### config.mk
export PLATFORM = sky130hd
export DESIGN_NAME = local_mem_bank_arbiter_flat
export DESIGN_NICKNAME = d
export VERILOG_FILES = /design/src/rtl/local_mem_bank_arbiter_if.sv /design/src/rtl/local_mem_bank_arbiter.sv /design/src/flat_wrapper.sv
export SDC_FILE = /design/constraint.sdc
export NUM_CORES = 1
export LEC_CHECK = 0
export ABC_AREA = 1
export CAP_MARGIN = 20
export CORE_AREA = 2 2 166 168
export CTS_CLUSTER_SIZE = 28
export DETAILED_ROUTE_END_ITERATION = 10
export DIE_AREA = 0 0 168 170
export PLACE_DENSITY = 0.55
export SLEW_MARGIN = 40
export SYNTH_ARGS = -nofsm -noshare
export SYNTH_HDL_FRONTEND = slang
export SYNTH_SLANG_ARGS = --single-unit
### constraint.sdc
create_clock -name clk_i -period 4.3 [get_ports clk_i]
set_clock_uncertainty 0.2 [all_clocks]
set_input_delay 1.29 -clock clk_i [delete_from_list [all_inputs] [get_ports clk_i]]
set_output_delay 1.29 -clock clk_i [all_outputs]
set_load 0.02 [all_outputs]
### src/rtl/local_mem_bank_arbiter_if.sv
// Request/response bundle between N OBI masters, the bank arbiter and one local-memory bank.
// The arbiter takes the slave view; the masters plus the bank model take the master view.
interface local_mem_bank_arbiter_if #(
   parameter int NUM_MASTER      = 4,
   parameter int MAX_OUTSTANDING = 2
);
   localparam int CW = $clog2(MAX_OUTSTANDING + 1);

   logic [NUM_MASTER-1:0]        m_req_i;
   logic [NUM_MASTER-1:0]        m_we_i;
   logic [NUM_MASTER-1:0][3:0]   m_be_i;
   logic [NUM_MASTER-1:0][31:0]  m_addr_i;
   logic [NUM_MASTER-1:0][31:0]  m_wdata_i;
   logic [NUM_MASTER-1:0]        m_gnt_o;
   logic [NUM_MASTER-1:0]        m_rvalid_o;
   logic [31:0]                  m_rdata_o;

   logic                         s_req_o;
   logic                         s_we_o;
   logic [3:0]                   s_be_o;
   logic [31:0]                  s_addr_o;
   logic [31:0]                  s_wdata_o;
   logic                         s_gnt_i;
   logic                         s_rvalid_i;
   logic [31:0]                  s_rdata_i;

   logic [CW-1:0]                outstanding_o;
   logic                         protocol_err_o;

   modport slave (
      input  m_req_i, m_we_i, m_be_i, m_addr_i, m_wdata_i, s_gnt_i, s_rvalid_i, s_rdata_i,
      output m_gnt_o, m_rvalid_o, m_rdata_o, s_req_o, s_we_o, s_be_o, s_addr_o, s_wdata_o,
             outstanding_o, protocol_err_o
   );

   modport master (
      output m_req_i, m_we_i, m_be_i, m_addr_i, m_wdata_i, s_gnt_i, s_rvalid_i, s_rdata_i,
      input  m_gnt_o, m_rvalid_o, m_rdata_o, s_req_o, s_we_o, s_be_o, s_addr_o, s_wdata_o,
             outstanding_o, protocol_err_o
   );
endinterface

### src/rtl/local_mem_bank_arbiter.sv
// Round-robin arbiter sharing one OBI local-memory bank among NUM_MASTER requesters,
// with grant locking under bank backpressure and an in-order ID FIFO for response routing.
module local_mem_bank_arbiter #(
   parameter int NUM_MASTER      = 4,
   parameter int MAX_OUTSTANDING = 2
) (
   input logic clk_i,
   input logic rst_i,
   local_mem_bank_arbiter_if.slave bus
);
   localparam int IW = $clog2(NUM_MASTER);
   localparam int PW = (MAX_OUTSTANDING > 1) ? $clog2(MAX_OUTSTANDING) : 1;
   localparam int CW = $clog2(MAX_OUTSTANDING + 1);

   typedef enum logic {UNLOCKED, LOCKED} lock_state_t;

   lock_state_t   state, state_nxt;
   logic [IW-1:0] lock_idx, lock_idx_nxt;
   logic [IW-1:0] rr_ptr, rr_pick, winner, head;
   logic [CW-1:0] cnt;
   logic [PW-1:0] wr_ptr, rd_ptr;
   logic [IW-1:0] id_mem [MAX_OUTSTANDING];
   logic          eligible, lock_hold, lock_drop;
   logic          s_req, hs, pop, stray_rvalid;
   logic [NUM_MASTER-1:0] gnt_vec, rvalid_vec;

   assign eligible     = cnt < CW'(MAX_OUTSTANDING);
   assign lock_hold    = (state == LOCKED) &&  bus.m_req_i[lock_idx];
   assign lock_drop    = (state == LOCKED) && !bus.m_req_i[lock_idx];
   assign s_req        = !rst_i && eligible && (|bus.m_req_i);
   assign hs           = s_req && bus.s_gnt_i;
   assign pop          = !rst_i && bus.s_rvalid_i && (cnt != '0);
   assign stray_rvalid = bus.s_rvalid_i && (cnt == '0);
   assign head         = id_mem[rd_ptr];

   // Descending scan so the lowest cyclic offset from rr_ptr is the last (winning) write.
   always_comb begin
      logic [IW-1:0] cand;
      rr_pick = '0;
      cand    = '0;
      for (int k = NUM_MASTER - 1; k >= 0; k--) begin
         cand = IW'((int'(rr_ptr) + k) % NUM_MASTER);
         if (bus.m_req_i[cand]) rr_pick = cand;
      end
   end

   // A dropped lock falls back to normal arbitration in the same cycle.
   assign winner = lock_hold ? lock_idx : rr_pick;

   always_comb begin
      state_nxt    = state;
      lock_idx_nxt = lock_idx;
      case (state)
         UNLOCKED: if (s_req && !bus.s_gnt_i) begin
            state_nxt    = LOCKED;
            lock_idx_nxt = winner;
         end
         LOCKED: begin
            if (s_req && !bus.s_gnt_i) begin
               state_nxt    = LOCKED;
               lock_idx_nxt = winner;
            end else begin
               state_nxt = UNLOCKED;
            end
         end
         default: state_nxt = UNLOCKED;
      endcase
   end

   always_comb begin
      gnt_vec    = '0;
      rvalid_vec = '0;
      gnt_vec[winner]  = hs;
      rvalid_vec[head] = pop;
   end

   assign bus.m_gnt_o        = gnt_vec;
   assign bus.m_rvalid_o     = rvalid_vec;
   assign bus.m_rdata_o      = bus.s_rdata_i;
   assign bus.s_req_o        = s_req;
   assign bus.s_we_o         = bus.m_we_i[winner];
   assign bus.s_be_o         = bus.m_be_i[winner];
   assign bus.s_addr_o       = bus.m_addr_i[winner];
   assign bus.s_wdata_o      = bus.m_wdata_i[winner];
   assign bus.outstanding_o  = cnt;

   always_ff @(posedge clk_i or posedge rst_i) begin
      if (rst_i) begin
         state              <= UNLOCKED;
         lock_idx           <= '0;
         rr_ptr             <= '0;
         cnt                <= '0;
         wr_ptr             <= '0;
         rd_ptr             <= '0;
         bus.protocol_err_o <= 1'b0;
      end else begin
         state    <= state_nxt;
         lock_idx <= lock_idx_nxt;
         if (hs) begin
            rr_ptr <= (winner == IW'(NUM_MASTER - 1)) ? '0 : winner + 1'b1;
            wr_ptr <= (wr_ptr == PW'(MAX_OUTSTANDING - 1)) ? '0 : wr_ptr + 1'b1;
         end
         if (pop) rd_ptr <= (rd_ptr == PW'(MAX_OUTSTANDING - 1)) ? '0 : rd_ptr + 1'b1;
         case ({hs, pop})
            2'b10:   cnt <= cnt + 1'b1;
            2'b01:   cnt <= cnt - 1'b1;
            default: cnt <= cnt;
         endcase
         if (stray_rvalid || lock_drop) bus.protocol_err_o <= 1'b1;
      end
   end

   // ID storage needs no reset: entries are only read behind a valid count.
   always_ff @(posedge clk_i) begin
      if (hs) id_mem[wr_ptr] <= winner;
   end
endmodule

### src/flat_wrapper.sv
// flat-port wrapper written by rule: the top's interface ports become plain ports
module local_mem_bank_arbiter_flat 
#(
   parameter int NUM_MASTER      = 4,
   parameter int MAX_OUTSTANDING = 2
)
  (clk_i, rst_i, bus_m_req_i, bus_m_we_i, bus_m_be_i, bus_m_addr_i, bus_m_wdata_i, bus_s_gnt_i, bus_s_rvalid_i, bus_s_rdata_i, bus_m_gnt_o, bus_m_rvalid_o, bus_m_rdata_o, bus_s_req_o, bus_s_we_o, bus_s_be_o, bus_s_addr_o, bus_s_wdata_o, bus_outstanding_o, bus_protocol_err_o);
  local_mem_bank_arbiter_if #(.NUM_MASTER(NUM_MASTER), .MAX_OUTSTANDING(MAX_OUTSTANDING)) bus_i ();
  input logic clk_i;
  input logic rst_i;
  input wire logic [$bits(bus_i.m_req_i)-1:0] bus_m_req_i;
  input wire logic [$bits(bus_i.m_we_i)-1:0] bus_m_we_i;
  input wire logic [$bits(bus_i.m_be_i)-1:0] bus_m_be_i;
  input wire logic [$bits(bus_i.m_addr_i)-1:0] bus_m_addr_i;
  input wire logic [$bits(bus_i.m_wdata_i)-1:0] bus_m_wdata_i;
  input wire logic [$bits(bus_i.s_gnt_i)-1:0] bus_s_gnt_i;
  input wire logic [$bits(bus_i.s_rvalid_i)-1:0] bus_s_rvalid_i;
  input wire logic [$bits(bus_i.s_rdata_i)-1:0] bus_s_rdata_i;
  output wire logic [$bits(bus_i.m_gnt_o)-1:0] bus_m_gnt_o;
  output wire logic [$bits(bus_i.m_rvalid_o)-1:0] bus_m_rvalid_o;
  output wire logic [$bits(bus_i.m_rdata_o)-1:0] bus_m_rdata_o;
  output wire logic [$bits(bus_i.s_req_o)-1:0] bus_s_req_o;
  output wire logic [$bits(bus_i.s_we_o)-1:0] bus_s_we_o;
  output wire logic [$bits(bus_i.s_be_o)-1:0] bus_s_be_o;
  output wire logic [$bits(bus_i.s_addr_o)-1:0] bus_s_addr_o;
  output wire logic [$bits(bus_i.s_wdata_o)-1:0] bus_s_wdata_o;
  output wire logic [$bits(bus_i.outstanding_o)-1:0] bus_outstanding_o;
  output wire logic [$bits(bus_i.protocol_err_o)-1:0] bus_protocol_err_o;
  assign bus_i.m_req_i = bus_m_req_i;
  assign bus_i.m_we_i = bus_m_we_i;
  assign bus_i.m_be_i = bus_m_be_i;
  assign bus_i.m_addr_i = bus_m_addr_i;
  assign bus_i.m_wdata_i = bus_m_wdata_i;
  assign bus_i.s_gnt_i = bus_s_gnt_i;
  assign bus_i.s_rvalid_i = bus_s_rvalid_i;
  assign bus_i.s_rdata_i = bus_s_rdata_i;
  assign bus_m_gnt_o = bus_i.m_gnt_o;
  assign bus_m_rvalid_o = bus_i.m_rvalid_o;
  assign bus_m_rdata_o = bus_i.m_rdata_o;
  assign bus_s_req_o = bus_i.s_req_o;
  assign bus_s_we_o = bus_i.s_we_o;
  assign bus_s_be_o = bus_i.s_be_o;
  assign bus_s_addr_o = bus_i.s_addr_o;
  assign bus_s_wdata_o = bus_i.s_wdata_o;
  assign bus_outstanding_o = bus_i.outstanding_o;
  assign bus_protocol_err_o = bus_i.protocol_err_o;
  local_mem_bank_arbiter #(.NUM_MASTER(NUM_MASTER), .MAX_OUTSTANDING(MAX_OUTSTANDING)) u_core (.clk_i(clk_i), .rst_i(rst_i), .bus(bus_i));
endmodule
# Word level (Yosys, flattened, before mapping)
# Memory sizes are Yosys's and may differ from the RTL's.
# Cells that the tools add are included.
# totals
input_bits	316
memories	1
mem_bits_rw	4
output_inout_bits	113
reg_bits	10
# memory_table
memory	words	width	rd	rd_ports_with_merged_regs	write_ports	line_no	source
u_core.id_mem	2	2	1	0	1	local_mem_bank_arbiter.sv:22	logic [IW-1:0] id_mem [MAX_OUTSTANDING];
# classes
reduce_logical	19
n_eq_ne	3
n_mux	35
bitwise_logic	2
n_lt_le_gt_ge	10
addsub	8
# ops
operator	n
binary-select mux 32 bit (select 2 bit)	2
two-way mux 32 bit	2
less-than comparator 2 x 3 -> 1 bit (second input constant)	7
two-way mux 2 bit	7
two-way mux 1 bit	13
binary-select mux 1 bit (select 2 bit)	6
logical AND 1 bit	11
AND 4 bit	2
binary-select mux 4 bit (select 2 bit)	1
adder 2 x 1 -> 2 bit (second input constant)	3
adder 2 bit (second input constant)	2
demux 1 bit (select 2 bit)	2
== test 2 bit (second input constant)	2
greater-or-equal comparator 2 x 1 -> 1 bit (second input constant)	2
two-way mux 4 bit	1
one-hot mux 2 bit (2 select lines)	1
nonzero test 2 bit	2
OR reduction 4 bit	1
logical NOT 1 bit	3
adder 1 bit (second input constant)	2
== test 2 x 1 -> 1 bit (second input constant)	1
logical NOT 2 bit	1
less-than comparator 2 bit (second input constant)	1
subtractor 2 x 1 -> 2 bit (second input constant)	1
logical OR 1 bit	1

# Depth between registers and ports, before layout
# depth
depth_word	13
depth_mapped	16

# Worst setup path after synthesis
# Ideal clock, no wire load.
# synth_path
kind	input -> output
startpoint	input bus_m_req_i[3]
endpoint	output bus_m_gnt_o[3]
path_stages	11
path_buffers	2
t_arrival_ns	2.718
setup_slack_ns	0.092
cell_sequence	inv_1 nand2_1 nand3_1 nand2_1 nor2_1 a21oi_2 nand2_2 nand2_2 buf_6 buf_4 nor3_1
# synth_via
elab_chain_cells	12
elab_cells_between_ends	25
classes_between	order compare (2); mux (17); bitwise (1); reduce/logical (5)
# synth_rtl
item	line_no	source
from (decl)	flat_wrapper.sv:11	input wire logic [$bits(bus_i.m_req_i)-1:0] bus_m_req_i;
binary-select mux 1 bit (select 2 bit)	local_mem_bank_arbiter.sv:43	if (bus.m_req_i[cand]) rr_pick = cand;
two-way mux 1 bit (not written as such)	local_mem_bank_arbiter.sv:43	
two-way mux 2 bit (4 in a row)	local_mem_bank_arbiter.sv:43	
two-way mux 2 bit	local_mem_bank_arbiter.sv:48	assign winner = lock_hold ? lock_idx : rr_pick;
less-than comparator 2 x 3 -> 1 bit (not written as such) / greater-or-equal comparator 2 x 1 -> 1 bit (equally long branches)	local_mem_bank_arbiter.sv:73	gnt_vec[winner] = hs;
logical AND 1 bit (not written as such)	local_mem_bank_arbiter.sv:73	
two-way mux 1 bit (not written as such)	local_mem_bank_arbiter.sv:73	
demux 1 bit (select 2 bit)	n/a	
AND 4 bit (no source line) *	n/a	
to (decl)	flat_wrapper.sv:19	output wire logic [$bits(bus_i.m_gnt_o)-1:0] bus_m_gnt_o;
# Mark *: on every way between the ends. The rest lies on a longest branch, timed or not. The select of a mux whose other input is x is not followed.

# Worst setup path after layout
# layout_path
startpoint	input bus_m_req_i[1]
endpoint	output bus_s_wdata_o[24]
# layout_via
elab_chain_cells	9
elab_cells_between_ends	18
classes_between	mux (17); reduce/logical (1)
# layout_rtl
item	line_no	source
binary-select mux 1 bit (select 2 bit)	local_mem_bank_arbiter.sv:43	
two-way mux 1 bit (not written as such)	local_mem_bank_arbiter.sv:43	
two-way mux 2 bit (4 in a row)	local_mem_bank_arbiter.sv:43	
two-way mux 2 bit *	local_mem_bank_arbiter.sv:48	
binary-select mux 32 bit (select 2 bit) *	local_mem_bank_arbiter.sv:84	assign bus.s_wdata_o = bus.m_wdata_i[winner];
two-way mux 32 bit (not written as such) *	local_mem_bank_arbiter.sv:84	
to (decl)	flat_wrapper.sv:26	output wire logic [$bits(bus_i.s_wdata_o)-1:0] bus_s_wdata_o;
# Marks and branches as above.

==> metrics.txt <==
status=finished, violations left; failing checks=negative setup slack; antenna viol nets, final=0; CTS Root Buffer Type=clkbuf_16; register bit total from synthesis=14; PD cells=1093 mW/mm²; Fillers=2,776; initial DRC count=390; CTS Sinks=14; CTS HTree Levels=1; TritonCTS Buffers=3; Syn Std Cell Area=0.004684 mm²; Top Layer Used=met5; Hold WC Path Type=reg2reg; worst hold stages=1; DRC=0; post-place setup slack=-1.010 ns; hold slack=0.2896 ns; Vias=a little over 7k; commonest cells after routing, fill and taps aside=294 x inv_1, 283 x clkdlybuf4s50_1, 226 x nand3_1; PnR worst setup slack=-0.09213 ns; largest net degree at the start of global routing=67; Placed Area=0.008682 mm²; met3 wire len=between 1.5 and 2 mm; final-stage net count=1,661; Initial Util=17.58%; die area=0.02856 mm²; Leakage=5.632 nW; # rows=60; Antenna diodes=0; Finished Cell Area=0.01033 mm²; max_cap viols=0; Seq/Total Area, Yosys=between 7 and 8%; Reg2Reg Depth=13; Final Cycle Share=102.1%; crit-path most repeated cell=buf_12; worst-path fanout max=17; sum of negative setup slack=-3.395 ns; Final Hold Fails=0; cts hold-fix bufs=0; clock latency on the worst-skew pair=approximately 0.24 ns; CP required=2.81 ns; first-pass GRT wire length=39.01 mm; CORE AREA=0.02665 mm²; vias in the first global route=7,041; met2 routed WL=about 13 mm; fmax=0.2277 GHz; Placer Congestion=0.8893; actual slew at the worst max-slew pin=0.6417 ns; commonest non-fill, non-tap cell in the layout=inv_1; synthesized instance count=985; Largest stage delay, worst path=0.22 ns; Yosys cell types=26; WL final=27.20 mm; syn_nets=1,302; # port buffers=364; yosys warns=0; Avg Vias per Cell=4.251; layout cell share with drive strength beyond 1=22.93%; CTS tree=yes; area of the multi-input gates=between 0.003 and 0.004 mm²; Worst VDD drop=489.5 µV; CP Cell Sequence=buf_12 -> clkinv_8 -> nand2_8 -> nand3_4 -> nand2_4 -> nand3_4 -> a21oi_4 -> nand2_8 -> buf_12 -> buf_12 -> nand3_1 -> nand3_1 -> nand2_1 -> buf_2; crit end category=primary output; wire length on met1=11.69 mm; startpoint class of the critical path=primary input; gr usage total=17.48%; total congestion overflow=0; clk buf depth=2; Final Instance Count excl. Fillers=1,684; CP arrival=2.90 ns; Reg area=between 300 and 400 µm²; Final HPWL DP=18.04 mm; slowest cell on the critical path=a21oi_4; register clock-pin slew on the reported worst setup and hold paths=0.04 ns; RSZ-0062 raised after global routing=true; area grow syn2layout=120.6%; Die X=168 µm; overall die height=170 µm; placed cell count=1,640; Slew Limit Headroom=a little under three fifths; # IOs=429; initial antenna violation count=3; Mean Syn Cell Area=4.756 µm²; Routed wire per std cell=roughly 16 µm; Setup-failing EPs final=70; final slew viol count=0; fin crit period=4.392 ns; first-pass detailed-route iteration total=5; critical setup path kind=in2out
-- cell families (layout without fill, tap and decap cells) --
logic type / after synthesis / in the layout / share of synthesized area [%]
AOI/OAI and AO/OA: 14 / 14 / 1.683
xor gates and xnor gates: 4 / 4 / 0.7480
adders and majority gates: 1 / 1 / 0.2671
buffers and inverters: 395 / 752 / 36.24
DFF: 14 / 14 / 7.906
and+or+nand+nor: 557 / 558 / 53.15
-- path summary, 6_finish.rpt --
| path | slack [ns] | start | endpoint |
|---|---|---|---|
| setup / recovery | -0.09 | bus_m_req_i[1] | bus_s_wdata_o[24] |
| hold / removal | 0.29 | u_core.bus.protocol_err_o$_DFFE_PP0P_ | u_core.bus.protocol_err_o$_DFFE_PP0P_ |
| setup reg to reg | 1.72 | u_core.rr_ptr[0]$_DFFE_PP0P_ | u_core.rr_ptr[0]$_DFFE_PP0P_ |
| hold reg to reg | 0.29 | u_core.bus.protocol_err_o$_DFFE_PP0P_ | u_core.bus.protocol_err_o$_DFFE_PP0P_ |
| max in group asynchronous | 2.53 | rst_i | u_core.bus.outstanding_o[0]$_DFFE_PP0P_ |
| min in group asynchronous | 1.23 | rst_i | u_core.bus.outstanding_o[1]$_DFFE_PP0P_ |
-- timing repair --
item,4_1_cts,5_1_grt
endpoints found under the setup margin,78,76
cloned,16,9
setup buffers,16,3
gates resized for setup,476,186
pin swaps,29,71
-- power by group --
part / internal [mW] / switching, mW / total, mW
Clock: 0.125 / 0.0513 / 0.176
Sequential: 0.194 / 0.0813 / 0.275
Combinational: 5.05 / 5.79 / 10.8
Total: 5.37 / 5.92 / 11.3
-- worst max-delay path: cells and delay by family --
kind,cells,cell delay [ns]
AOI/OAI and AO/OA,1,0.22
buffers and inverters,5,0.64
and+or+nand+nor,8,0.72
-- metrics by stage --
stage / utilization (%) / total power [mW]
3_5_place_dp: 32.58 / 8.138
5_1_grt: 38.77 / 12.02
4_1_cts: 35.68 / 10.00
6_report: 38.77 / 11.29
3_3_place_gp: 32.58 / 8.151
2_1_floorplan: - / 4.674
-- cells in the mapped netlist --
cell type    n  area share (%)
a21oi_1      3            0.32
a21oi_2      1            0.19
a221o_1      1            0.21
buf_1        7            0.56
buf_2       32             3.4
buf_4       42             6.7
buf_6        2            0.48
clkbuf_1     9            0.72
dfrtp_1     10             5.3
edfxtp_1     4             2.6
ha_1         1            0.27
inv_1      301              24
inv_2        1           0.080
inv_4        1            0.13
nand2_1    249              20
nand2_2      6            0.80
nand3_1    285              30
nand3_2      2            0.43
nand4_1      2            0.27
nor2_1       6            0.48
nor2_2       1            0.13
nor3_1       6            0.64
o21ai_0      6            0.64
o21ai_1      3            0.32
xnor2_1      1            0.19
xor2_1       3            0.56
-- final cells by class --
class                           instances  share of cell area [%]
Clock buffer                            4                  0.7628
Timing Repair Buffer                  445                   48.13
Multi-Input combinational cell        577                   32.10
Sequential cell                        14                   3.584
Inverter                              303                   11.30
Tap cell                              341                   4.129
-- flip-flops by register name, indices dropped and copies added, names as in the netlist --
register,flops
u_core.bus.protocol_err_o,1
u_core.lock_idx,2
u_core.id_mem,4
u_core.rd_ptr,1
u_core.wr_ptr,1
u_core.state,1
u_core.bus.outstanding_o,2
u_core.rr_ptr,2
-- per-layer routing --
metal | global-route usage [%] | vias to the layer above
met1 | 21.94 | 3192
met5 | 0 | -
met4 | 4.839 | 6
li1 | - | 3612
met3 | 3.791 | 47
met2 | 30.18 | 302
No activity file was read; power rests on OpenSTA's default activity.
